==> config.mk <==
export PLATFORM = sky130hd
export DESIGN_NAME = julia_collector
export DESIGN_NICKNAME = d
export VERILOG_FILES = /design/src/rtl/julia_pkg.sv /design/src/rtl/julia_rr_arbiter.sv /design/src/rtl/julia_collector.sv
export SDC_FILE = /design/constraint.sdc
export NUM_CORES = 1
export LEC_CHECK = 0
export ABC_CLOCK_PERIOD_IN_PS = 8600
export BUFFER_PORTS_ARGS = -buffer_cell sky130_fd_sc_hd__buf_2
export CORE_MARGIN = 5
export CORE_UTILIZATION = 25
export DETAILED_ROUTE_END_ITERATION = 8
export PLACE_DENSITY = 0.58
export REMOVE_ABC_BUFFERS = 1
export SYNTH_ARGS = -nofsm -noshare
export SYNTH_HDL_FRONTEND = slang
export SYNTH_SLANG_ARGS = --single-unit
==> constraint.sdc <==
create_clock -name clk -period 8.6 [get_ports clk]
set_clock_uncertainty 0.05 [all_clocks]
set_input_delay 1.29 -clock clk [delete_from_list [all_inputs] [get_ports clk]]
set_output_delay 1.29 -clock clk [all_outputs]
set_load 0.005 [all_outputs]
==> src/rtl/julia_pkg.sv <==
// -----------------------------------------------------------------------------
// julia_pkg
// Shared types and default constants for the Julia pixel collector.
//   collector_state_t : collector frame sequencing states
//   DEF_*             : default build parameters (8 workers, 32-bit address,
//                       8-bit pixel, 4-entry FIFO, 640x480 frame)
// -----------------------------------------------------------------------------
package julia_pkg;

  localparam int DEF_NUM_JULIA    = 8;
  localparam int DEF_ADDR_W       = 32;
  localparam int DEF_DATA_W       = 8;
  localparam int DEF_FIFO_DEPTH   = 4;
  localparam int DEF_FRAME_PIXELS = 307200;

  typedef enum logic [1:0] {
    IDLE    = 2'd0,
    COLLECT = 2'd1,
    DRAIN   = 2'd2
  } collector_state_t;

endpackage

==> src/rtl/julia_rr_arbiter.sv <==
// -----------------------------------------------------------------------------
// julia_rr_arbiter
// Fair round-robin arbiter. Searches req upward from rr_ptr, wrapping modulo N,
// and grants the first requester. rr_ptr moves past the winner on a grant and
// holds otherwise.
// Ports:
//   clk, rst : clock, asynchronous active-high reset (rr_ptr -> 0)
//   req[N]   : request vector
//   en       : arbitration enable; gnt is zero when low
//   gnt[N]   : one-hot (or zero) grant, combinational
// -----------------------------------------------------------------------------
module julia_rr_arbiter #(
  parameter int N = 8
) (
  input  logic         clk,
  input  logic         rst,
  input  logic [N-1:0] req,
  input  logic         en,
  output logic [N-1:0] gnt
);

  localparam int PTR_W = (N > 1) ? $clog2(N) : 1;

  logic [PTR_W-1:0] rr_ptr;
  logic [PTR_W-1:0] next_ptr;
  logic [PTR_W-1:0] idx;
  logic [PTR_W:0]   sum;
  logic             found;

  // NOTE: every variable assigned in an always_comb gets a default first, so
  // no path leaves it unassigned and no latch is inferred.
  always_comb begin
    gnt      = '0;
    next_ptr = rr_ptr;
    found    = 1'b0;
    sum      = '0;
    idx      = '0;
    for (int k = 0; k < N; k++) begin
      // Candidate index (rr_ptr + k) mod N; N need not be a power of two.
      sum = {1'b0, rr_ptr} + (PTR_W+1)'(k);
      if (sum >= (PTR_W+1)'(N)) sum = sum - (PTR_W+1)'(N);
      idx = sum[PTR_W-1:0];
      if (en && !found && req[idx]) begin
        found    = 1'b1;
        gnt[idx] = 1'b1;
        next_ptr = (idx == PTR_W'(N-1)) ? '0 : idx + 1'b1;
      end
    end
  end

  // NOTE: sequential state is updated with non-blocking assignments so every
  // flop samples pre-edge values regardless of process evaluation order.
  always_ff @(posedge clk or posedge rst) begin
    if (rst)       rr_ptr <= '0;
    else if (found) rr_ptr <= next_ptr;
  end

endmodule

==> src/rtl/julia_collector.sv <==
// -----------------------------------------------------------------------------
// julia_collector
// Collects finished pixels from NUM_JULIA Julia workers through a round-robin
// arbiter, buffers them in a small FIFO and presents them to the frame-buffer
// writer. Frame sequencing: IDLE -> COLLECT (FRAME_PIXELS grants) -> DRAIN
// (FIFO empties) -> IDLE with a one-cycle frame_done pulse.
// Ports:
//   clk, rst            : clock, asynchronous active-high reset
//   start               : one-cycle pulse, begins a frame (IDLE only)
//   done[NUM_JULIA]     : worker i holds a valid pixel until acked
//   cat_addr, cat_pixel : packed per-worker address / pixel
//   ack[NUM_JULIA]      : one-hot or zero, pixel taken from worker i this cycle
//   wr_valid/wr_ready   : FIFO head handshake to the writer
//   wr_addr, wr_data    : FIFO head contents
//   busy                : state != IDLE
//   frame_done          : one-cycle pulse when the frame has fully drained
//   stall_cycles        : (JULIA_COLLECT_STATS_EN only) saturating count of
//                         COLLECT cycles with a pending done and no grant
// Optional build macro: JULIA_COLLECT_STATS_EN
// -----------------------------------------------------------------------------
module julia_collector
  import julia_pkg::*;
#(
  parameter int NUM_JULIA    = DEF_NUM_JULIA,
  parameter int ADDR_W       = DEF_ADDR_W,
  parameter int DATA_W       = DEF_DATA_W,
  parameter int FIFO_DEPTH   = DEF_FIFO_DEPTH,
  parameter int FRAME_PIXELS = DEF_FRAME_PIXELS
) (
  input  logic                        clk,
  input  logic                        rst,
  input  logic                        start,
  input  logic [NUM_JULIA-1:0]        done,
  input  logic [NUM_JULIA*ADDR_W-1:0] cat_addr,
  input  logic [NUM_JULIA*DATA_W-1:0] cat_pixel,
  output logic [NUM_JULIA-1:0]        ack,
  output logic                        wr_valid,
  input  logic                        wr_ready,
  output logic [ADDR_W-1:0]           wr_addr,
  output logic [DATA_W-1:0]           wr_data,
  output logic                        busy,
  output logic                        frame_done
`ifdef JULIA_COLLECT_STATS_EN
  ,
  output logic [31:0]                 stall_cycles
`endif
);

  localparam int PTR_W = $clog2(FIFO_DEPTH);
  localparam int CNT_W = $clog2(FIFO_DEPTH + 1);
  localparam int PIX_W = $clog2(FRAME_PIXELS + 1);

  collector_state_t state_q, state_d;
  logic             frame_done_d;

  logic [CNT_W-1:0] fifo_cnt;
  logic [PTR_W-1:0] wr_ptr, rd_ptr;
  logic [ADDR_W-1:0] addr_mem [FIFO_DEPTH];
  logic [DATA_W-1:0] data_mem [FIFO_DEPTH];
  logic [PIX_W-1:0] pix_cnt;

  logic full, arb_en, push, pop, last_pixel;
  logic [ADDR_W-1:0] in_addr;
  logic [DATA_W-1:0] in_data;

  // Fullness is judged on the registered count only, so a pop in the same
  // cycle never frees a slot and wr_ready has no combinational path to ack.
  assign full   = (fifo_cnt == CNT_W'(FIFO_DEPTH));
  assign arb_en = (state_q == COLLECT) && !full;

  julia_rr_arbiter #(.N(NUM_JULIA)) u_arb (
    .clk (clk),
    .rst (rst),
    .req (done),
    .en  (arb_en),
    .gnt (ack)
  );

  assign push       = |ack;
  assign pop        = wr_valid && wr_ready;
  assign last_pixel = push && (pix_cnt == PIX_W'(FRAME_PIXELS - 1));

  always_comb begin
    state_d      = state_q;
    frame_done_d = 1'b0;
    case (state_q)
      IDLE:    if (start) state_d = COLLECT;
      COLLECT: if (last_pixel) state_d = DRAIN;
      DRAIN: begin
        if (fifo_cnt == '0 && !push) begin
          state_d      = IDLE;
          frame_done_d = 1'b1;
        end
      end
      default: state_d = IDLE;
    endcase
  end

  always_ff @(posedge clk or posedge rst) begin
    if (rst) begin
      state_q    <= IDLE;
      frame_done <= 1'b0;
    end else begin
      state_q    <= state_d;
      frame_done <= frame_done_d;
    end
  end

  // Accepted-pixel counter; COLLECT leaves on the grant that reaches
  // FRAME_PIXELS, so it never wraps.
  always_ff @(posedge clk or posedge rst) begin
    if (rst)                          pix_cnt <= '0;
    else if (state_q == IDLE && start) pix_cnt <= '0;
    else if (push)                    pix_cnt <= pix_cnt + 1'b1;
  end

  // Select the granted worker's slice; ack is one-hot so OR-ing is exact.
  always_comb begin
    in_addr = '0;
    in_data = '0;
    for (int i = 0; i < NUM_JULIA; i++) begin
      if (ack[i]) begin
        in_addr = in_addr | cat_addr[i*ADDR_W +: ADDR_W];
        in_data = in_data | cat_pixel[i*DATA_W +: DATA_W];
      end
    end
  end

  // NOTE: the storage array has no reset; validity is tracked by fifo_cnt
  // alone, which keeps the memory free of reset fan-out.
  always_ff @(posedge clk) begin
    if (push) begin
      addr_mem[wr_ptr] <= in_addr;
      data_mem[wr_ptr] <= in_data;
    end
  end

  always_ff @(posedge clk or posedge rst) begin
    if (rst) begin
      wr_ptr   <= '0;
      rd_ptr   <= '0;
      fifo_cnt <= '0;
    end else begin
      if (push) wr_ptr <= wr_ptr + 1'b1;
      if (pop)  rd_ptr <= rd_ptr + 1'b1;
      case ({push, pop})
        2'b10:   fifo_cnt <= fifo_cnt + 1'b1;
        2'b01:   fifo_cnt <= fifo_cnt - 1'b1;
        default: fifo_cnt <= fifo_cnt;
      endcase
    end
  end

  assign wr_valid = (fifo_cnt != '0);
  assign wr_addr  = addr_mem[rd_ptr];
  assign wr_data  = data_mem[rd_ptr];
  assign busy     = (state_q != IDLE);

`ifdef JULIA_COLLECT_STATS_EN
  // In COLLECT a pending done without a grant can only mean the FIFO is full.
  always_ff @(posedge clk or posedge rst) begin
    if (rst)
      stall_cycles <= '0;
    else if (state_q == IDLE && start)
      stall_cycles <= '0;
    else if (state_q == COLLECT && |done && !push && stall_cycles != '1)
      stall_cycles <= stall_cycles + 1'b1;
  end
`endif

endmodule

==> results of run 1 <==
## Yosys cell counts, drive strengths merged (11+ instances only)
library cell,instances,share of area (%)
a21oi,27,1.3
a222oi,80,7.5
a22oi,40,2.8
buf,22,1.2
clkbuf,50,1.7
dfrtp,32,7.5
edfxtp,160,45
ha,24,2.8
inv,23,0.80
mux2i,18,1.7
mux4,47,9.9
nand2,40,1.4
nand3,71,3.3
nor2,30,1.0
nor3,16,0.75
o21ai,18,0.84
or3,11,0.69
## per-layer routing
layer  vias up  track usage, %
met2       515            30.8
met1      4801            21.2
li1       4260               -
met4         0            5.50
met3        47            3.42
met5         -               0
## flip-flops by register name, summed over array words and instances (netlist names)
register      count
state_q           2
wr_ptr            2
u_arb.rr_ptr      3
addr_mem        128
rd_ptr            2
pix_cnt          19
fifo_cnt          3
data_mem         32
frame_done        1
## kinds of logic after synthesis
group | count (synthesis)
xor gates and xnor gates | 8
AOI/OAI and AO/OA | 223
and+or+nand+nor | 229
adders and majority gates | 25
buffers and inverters | 95
muxes | 73
DFF | 192
## per-stage QoR
step	util [%]	hold WS, ns	setup slack, ns	instance area, sq um	std cells
finish	32.3	0.465	1.77	13800	1753
detailed placement	30.8	0.453	2.04	13200	1719
global route	32.3	0.498	1.37	13800	1752
global placement	30.8	0.437	2.16	13200	1719
CTS	32.3	0.465	1.85	13800	1751
floorplan	-	0.410	1.32	10400	773
## worst reg2reg max path: stages (launching register included)
cell	delay, ns
dfrtp_1	0.87
inv_1	0.23
ha_1	0.83
mux2_2	0.42
and3_1	0.19
nor4_1	0.43
o311ai_0	0.39
o31ai_1	0.62
a311o_2	0.52
nor3_1	0.15
and4_4	0.36
nor2b_4	0.85
buf_4	0.37
## final timing paths
path | from | endpoint | slack [ns] | depth (start not counted)
max | u_arb.rr_ptr[1] | ack[5] | 1.77 | 10
min reg2reg | pix_cnt[11] | pix_cnt[11] | 0.46 | 1
max reg2reg | u_arb.rr_ptr[1] | addr_mem[0][10] | 2.01 | 12
max in group asynchronous | rst | rd_ptr[0] | 7.25 | 3
min in group asynchronous | rst | fifo_cnt[0] | 0.89 | 3
min | pix_cnt[11] | pix_cnt[11] | 0.46 | 1
## cell type report
type,instances,share of cell area [%]
flip-flops and latches,192,40.6
clock inverters,14,1.31
diodes,2,0.0362
inverters,23,0.625
repair buffers,400,14.8
well taps,546,4.95
multi-input cells,558,34.5
clock buffers,18,3.11
## cells in the final DEF, fill, tap and decap left out, drive strengths merged, types with 11 or more instances in the layout
cell type / n
nor2: 30
a222oi: 80
inv: 33
nor3: 16
clkbuf: 18
a22oi: 40
dfrtp: 32
nand2: 40
ha: 24
mux4: 47
mux2i: 18
buf: 400
edfxtp: 160
or3: 11
a21oi: 27
nand3: 71
o21ai: 18
==> impl_metrics.csv, run 1 <==
group,metric,value,unit
critical_path,critical_path.max_stage_delay,0.87,ns
drt,route.detailed.wl_per_inst,24.5,um
sta,setup_viol,0,
synthesis,synthMuxAreaShare,12.4,%
floorplan,floorplan.io_pins,383,
clocking,ctsHtreeMaxLevel,4,
clocking,numCtsBuffers,17,
critical_path,worst-endpoint-arrival,5.49,ns
synthesis,synthesized_netlist_cell_count,845,
global_routing,grt_overflow_total,0,
sta,post-route-period-util,79.4,%
drt,routedLengthMet1,16600,um
critical_path,timing.critical_path.max_delay_family,"compound AO/OA/AOI/OAI gates",
synthesis,area_share_of_fa_ha_maj_cells_after_synthesis,2.98,%
critical_path,cell_with_the_largest_stage_delay_on_the_worst_path,"dfrtp_1",
synthesis,synth-xor-area-share,0.653,%
finish,layout.nets,1549,
synthesis,yosysUniqueCellTypes,68,
critical_path,critical_path_buf_inv_count,3,
sta,worst_tran_pin_value,1.07,ns
finish,area_growth,28.6,%
drt,drt_pass1_iterations,8,
flow_run,drv.max_cap_violation_count,0,
finish,ratio_of_cells_with_drive_above_1_in_the_final_layout,42.3,%
clocking,postCtsResizedCells,0,
floorplan,floorplan.core_area,42800,sq um
critical_path,criticalPathCategory,"reg -> out",
sta,final-hold-violation-count,0,
clocking,cts.path.max_buffers,2,
place,gp_routability_congestion,0.895,
synthesis,synth-compound-area-share,17.0,%
drt,antenna_violating_nets_post_route,0,
synthesis,synth.yosys.seq_area_share,52.2,%
place,dpl.hpwl,31600,um
critical_path,top_fanout_value_on_the_critical_path,41,
clocking,tritoncts_num_sinks,192,
finish,multi_input_area,4770,sq um
sta,period_minus_slack,6.83,ns
floorplan,die_h,217,um
clocking,post_cts_hold_buffer_count,0,
critical_path,setup.worst_path.start_class,"flip-flop",
finish,area.sequential,5610,sq um
critical_path,worst_ep_required_time,7.26,ns
clocking,cts_setup_buffers,0,
synthesis,netlist_area,10700,sq um
critical_path,timing.critical_path.cells,"inv_1, ha_1, mux2_2, and3_1, nor4_1, o311ai_0, o31ai_1, a311o_2, buf_4, buf_2",
global_routing,global_route_wire_length_before_repair,61800,um
synthesis,synth_async_sr_flop_share,16.7,%
finish,fill_cells,4299,
synthesis,synth_top_family_by_area,"compound AO/OA/AOI/OAI gates",
floorplan,die-area,47200,sq um
synthesis,synth_flop_cell,"edfxtp_1",
floorplan,row_count,76,
drt,route.vias.total,9623,
synthesis,yosys_register_bits,192,
floorplan,dieWidth,217,um
drt,drc,0,
drt,highest_layer,"met4",
sta,max_slew_margin,28.6,%
critical_path,crit_path_end_kind,"primary output",
synthesis,synth-edff-count,160,
clocking,clkTransAtPathRegs,0.08,ns
clocking,clk_root_buffer_cell,"clkbuf_16",
drt,drt-vias-per-instance,5.49,
clocking,clock_insertion_delay_worst_skew,0.43,ns
sta,fmaxAchievable,146,MHz
synthesis,synth.avg_cell_area,12.7,sq um
global_routing,grt_use_total,17.3,%
clocking,cts_tree,"done",
drt,wl_met3,3240,um
drt,drt_first_iter_violations,1092,
sta,rsz0062_at_grt,"false",
sta,fin_setup_tns,0,ns
synthesis,synthSimpleGateAreaFrac,11.0,%
global_routing,grt_max_degree,43,
global_routing,antenna_found_initial,3,
floorplan,starting_utilization_of_the_core_area,25.1,%
place,port_buffers,382,
run_status,status,"finished clean",
drt,totalWireLength,42900,um
drt,wl_met2,21900,um
synthesis,synth-warning-count,0,
min_path,worst_hold_path_type,"reg -> reg",
sta,final-max-slew-violation-count,0,
global_routing,first_global_vias,9712,
Power of run 1 is not shown: default switching activity piles up to over one toggle a cycle in this logic, so the estimate is an artifact.
==> run 2: changes to the inputs <==
ABC_CLOCK_PERIOD_IN_PS = 6700   (was 8600)
clock period = 6.7 ns   (was 8.6 ns; I/O delays follow)
==> impl_metrics.csv, run 2 (synthesized netlist as in run 1, its figures left out) <==
group,metric,value,unit
place,port_buffers,382,
sta,setup_viol,0,
sta,fmaxAchievable,179,MHz
global_routing,first_global_vias,9734,
floorplan,starting_utilization_of_the_core_area,25.1,%
run_status,status,"finished clean",
sta,final.setup.worst_slack,1.10,ns
critical_path,worst-path-stages,11,
sta,worst_tran_pin_value,1.02,ns
drt,route.vias.total,9669,
sta,post-route-period-util,83.6,%
clocking,clock_insertion_delay_worst_skew,0.45,ns
critical_path,critical_path_buf_inv_count,4,
global_routing,grt_max_degree,43,
critical_path,cpMostUsedCell,"inv_1",
sta,final-max-slew-violation-count,0,
critical_path,criticalPathCategory,"reg -> out",
finish,area_growth,30.0,%
finish,layout.cells.most_common_list,"buf_2 (382), edfxtp_1 (160), a222oi_1 (80), nand3_1 (71), mux4_2 (47)",
drt,drt-vias-per-instance,5.48,
critical_path,timing.reg2reg.worst_path_depth,16,
critical_path,worst-endpoint-arrival,4.54,ns
drt,totalWireLength,43200,um
drt,route.detailed.wl_per_inst,24.5,um
floorplan,dieWidth,217,um
floorplan,row_count,76,
finish,most_common_cell_after_layout_fill_and_taps_aside,"buf_2",
place,place_ws,1.31,ns
global_routing,global_route_wire_length_before_repair,61200,um
clocking,cts.path.max_buffers,2,
global_routing,grt_overflow_total,0,
critical_path,timing.critical_path.max_delay_family,"compound AO/OA/AOI/OAI gates",
clocking,cts_tree,"done",
finish,regMostFlops,"addr_mem",
place,dpl.hpwl,31600,um
critical_path,timing.critical_path.cells,"inv_1, ha_1, inv_1, and3_1, nor4_1, o311ai_0, o31ai_1, nand3_1, o211a_2, inv_2, buf_2",
drt,drc,0,
sta,rsz0062_at_grt,"false",
critical_path,cell_with_the_largest_stage_delay_on_the_worst_path,"dfrtp_1",
critical_path,critical_path.max_stage_delay,0.64,ns
min_path,worst_hold_path_type,"reg -> reg",
clocking,cts_setup_buffers,0,
drt,drt_first_iter_violations,1207,
drt,antenna_violating_nets_post_route,0,
finish,ratio_of_cells_with_drive_above_1_in_the_final_layout,42.8,%
sta,max_slew_margin,31.1,%
clocking,post_cts_hold_buffer_count,0,
drt,drt_pass1_iterations,7,
critical_path,crit_path_end_kind,"primary output",
clocking,clk_root_buffer_cell,"clkbuf_16",
clocking,numCtsBuffers,17,
global_routing,antenna_found_initial,6,
global_routing,grt_use_total,17.4,%
floorplan,floorplan.io_pins,383,
flow_run,drv.max_cap_violation_count,0,
place,gp_routability_congestion,0.958,
finish,largest_registers,"addr_mem x128, data_mem x32, pix_cnt x19",
sta,final-hold-violation-count,0,
clocking,postCtsResizedCells,0,
floorplan,floorplan.core_area,42800,sq um
finish,flip_flop_count_of_the_largest_register_all_copies_and_words_added,128,
clocking,clkTransAtPathRegs,0.09,ns
sta,period_minus_slack,5.60,ns
finish,layout.nets,1560,
critical_path,worst_ep_required_time,5.64,ns
critical_path,setup.worst_path.start_class,"flip-flop",
floorplan,die_h,217,um
clocking,tritoncts_num_sinks,192,
clocking,ctsHtreeMaxLevel,4,
critical_path,top_fanout_value_on_the_critical_path,12,
min_path,min_delay_path_depth,1,
floorplan,die-area,47200,sq um
## run 2: cell count changes in the layout (fill, tap and decap cells not counted), moves of 2 or more
cell,before,now
diode_2,2,4
buf_12,0,7
clkinvlp_4,0,2
inv_8,5,3
buf_4,18,22
## run 2: per-layer routing
metal	share of wire (%)	track usage, %	vias up	wire (um)
li1	-	-	4278	-
met1	39	20.7	4799	16700
met2	50	30.4	518	21400
met3	8.0	4.26	74	3450
met4	3.6	6.72	0	1570
met5	0	0	-	0
## run 2: layout make-up
type / instances / area, sq um
fill: 4344 / 28800
sequential: 192 / 5610
multi-input combinational: 558 / 4770
timing repair buffer: 411 / 2220
tap: 546 / 683
clock buffer: 17 / 425
clock inverter: 15 / 153
inverter: 23 / 86.3
antenna: 4 / 10.0
## run 2: final timing paths
check                                 from              end  slack (ns)
setup / recovery           u_arb.rr_ptr[2]           ack[7]        1.10
hold / removal                 pix_cnt[11]      pix_cnt[11]        0.45
setup reg to reg           u_arb.rr_ptr[2]      fifo_cnt[2]        1.18
hold reg to reg                pix_cnt[11]      pix_cnt[11]        0.45
max in group asynchronous              rst        rd_ptr[0]        5.65
min in group asynchronous              rst  u_arb.rr_ptr[2]        0.58
## run 2: per-stage QoR
stage / std cells / utilization [%] / hold WS [ns] / area [sq um] / TNS, ns
2_1_floorplan: 773 / - / 0.410 / 10400 / -92.84
3_3_place_gp: 1730 / 31.2 / 0.430 / 13400 / 0
3_5_place_dp: 1730 / 31.2 / 0.440 / 13400 / 0
4_1_cts: 1762 / 32.6 / 0.454 / 13900 / 0
5_1_grt: 1766 / 32.6 / 0.472 / 14000 / 0
6_report: 1766 / 32.6 / 0.455 / 14000 / 0
Power of run 2 is left out for the same reason.
==> run 3: changes to the inputs <==
ABC_CLOCK_PERIOD_IN_PS = 5050   (was 6700)
PLACE_DENSITY = 0.59   (was 0.58)
clock period = 5.05 ns   (was 6.7 ns; I/O delays follow)
==> impl_metrics.csv, run 3 (synthesized netlist as in run 1, its figures left out) <==
group,metric,value,unit
finish,layout.cells.most_common_list,"buf_2 (382), edfxtp_1 (160), a222oi_1 (80), nand3_1 (71), mux4_2 (47)",
critical_path,crit-reg2reg-launch,"u_arb.rr_ptr[1]",
critical_path,r2r_setup_slack,0.40,ns
finish,instances_no_fill,1791,
sta,rsz0062_at_grt,"false",
drt,wl_met2,21600,um
critical_path,cell_with_the_largest_stage_delay_on_the_worst_path,"a2111o_2",
sta,final.setup.worst_slack,0.162,ns
finish,largest_registers,"addr_mem x128, data_mem x32, pix_cnt x19",
finish,finish.utilization,33.4,%
global_routing,grt_use_total,17.6,%
critical_path,top_fanout_value_on_the_critical_path,19,
sta,fmaxAchievable,205,MHz
clocking,ctsHtreeMaxLevel,4,
sta,worst_tran_pin_value,1.12,ns
sta,setup_viol,0,
run_status,status,"finished clean",
place,gp_routability_congestion,0.918,
floorplan,floorplan.core_area,42800,sq um
sta,post-route-period-util,96.8,%
floorplan,floorplan.io_pins,383,
clocking,clkTransAtPathRegs,0.08,ns
drt,route.detailed.wl_per_inst,24.5,um
drt,totalWireLength,43900,um
sta,fin_setup_tns,0,ns
critical_path,crit_path_end,"ack[7]",
clocking,clock_insertion_delay_worst_skew,0.43,ns
floorplan,die_h,217,um
sta,max_slew_margin,25.1,%
global_routing,global_route_wire_length_before_repair,62200,um
finish,fill_cells,4283,
critical_path,worst-endpoint-arrival,4.08,ns
critical_path,setup.worst_path.start_class,"flip-flop",
finish,flip_flop_count_of_the_largest_register_all_copies_and_words_added,128,
global_routing,first_global_vias,9811,
critical_path,worstReg2RegEnd,"fifo_cnt[2]",
drt,drt_first_iter_violations,1206,
finish,layout.nets,1586,
place,port_buffers,382,
drt,drt-vias-per-instance,5.45,
sta,final-hold-violation-count,0,
critical_path,timing.critical_path.cells,"buf_4, ha_1, ha_2, mux4_2, mux2_2, or2_1, a2111o_2, or3_4, o211a_2, inv_2, buf_2",
floorplan,die-area,47200,sq um
global_routing,antenna_found_initial,8,
clocking,tritoncts_num_sinks,192,
min_path,worst_hold_path_type,"in -> async",
finish,ratio_of_cells_with_drive_above_1_in_the_final_layout,44.4,%
global_routing,grt_max_degree,43,
critical_path,critical_path_buf_inv_count,3,
critical_path,critical_path.max_stage_delay,0.51,ns
drt,wl_met3,3300,um
finish,regMostFlops,"addr_mem",
drt,route.vias.total,9752,
place,count_of_placed_standard_cells_including_taps,1754,
drt,antenna_violating_nets_post_route,0,
drt,drt_pass1_iterations,9,
clocking,cts_tree,"done",
critical_path,timing.critical_path.max_delay_family,"compound AO/OA/AOI/OAI gates",
floorplan,starting_utilization_of_the_core_area,25.1,%
critical_path,critical_path.startpoint,"u_arb.rr_ptr[1]",
sta,period_minus_slack,4.89,ns
finish,most_common_cell_after_layout_fill_and_taps_aside,"buf_2",
critical_path,crit_path_end_kind,"primary output",
place,place_ws,0.367,ns
critical_path,criticalPathCategory,"reg -> out",
drt,drc,0,
clocking,cts.path.max_buffers,2,
critical_path,timing.reg2reg.worst_path_depth,17,
sta,final-max-slew-violation-count,0,
drt,highest_layer,"met5",
critical_path,worst-path-stages,11,
drt,routedLengthMet1,17700,um
clocking,numCtsBuffers,17,
finish,area_growth,33.1,%
flow_run,drv.max_cap_violation_count,0,
global_routing,grt_overflow_total,0,
place,dpl.hpwl,33000,um
floorplan,row_count,76,
clocking,clk_root_buffer_cell,"clkbuf_16",
critical_path,worst_ep_required_time,4.24,ns
floorplan,dieWidth,217,um
-- run 3: worst min-delay path by stage --
stage,end,slack [ns],cells after the start
2_1_floorplan,pix_cnt[11],0.41,1
3_3_place_gp,pix_cnt[11],0.44,1
3_5_place_dp,fifo_cnt[0],0.45,1
4_1_cts,frame_done,0.40,2
5_1_grt,u_arb.rr_ptr[2],0.45,2
6_report,u_arb.rr_ptr[2],0.41,2
-- run 3: metal layers --
| layer | track usage, % | vias up |
|---|---|---|
| met1 | 21.8 | 4841 |
| met3 | 3.56 | 53 |
| met5 | 0 | - |
| li1 | - | 4331 |
| met4 | 5.88 | 4 |
| met2 | 30.6 | 523 |
-- run 3: layout make-up --
cell class	count	area, sq um	share of cell area, %
Sequential cell	192	5610	39.3
Multi-Input combinational cell	559	4810	33.6
Timing Repair Buffer	436	2480	17.3
Tap cell	546	683	4.78
Clock buffer	18	429	3.00
Clock inverter	14	188	1.31
Inverter	23	88.8	0.622
Antenna cell	3	7.51	0.0525
-- run 3: worst reg2reg max path, cell delays in order, from the launching register on --
cell and delay (ns):
dfrtp_1 0.36, inv_1 0.11, ha_4 0.19, ha_1 0.44, inv_1 0.19, and3_1 0.22
o41a_1 0.48, a32oi_1 0.27, o221ai_1 0.16, a311o_2 0.40, nor4b_1 0.41, and4_4 0.30
ha_1 0.17, inv_1 0.06, fa_1 0.37, xor2_1 0.15, nor2_1 0.12, xor2_1 0.15
-- run 3: timing repair --
action / 4_1_cts / 5_1_grt
gates cloned: 0 / 1
gates resized for setup: 5 / 7
hold buffers: 0 / 0
endpoints found under the setup margin: 3 / 9
buffers inserted: 0 / 1
pin swaps: 0 / 2
-- run 3: metrics by stage --
step	hold WS (ns)	area [sq um]
after floorplan	0.410	10400
after global placement	0.439	13600
after detailed placement	0.454	13600
after CTS	0.403	14200
after global routing	0.449	14300
final	0.405	14300
Power of run 3 is left out for the same reason.
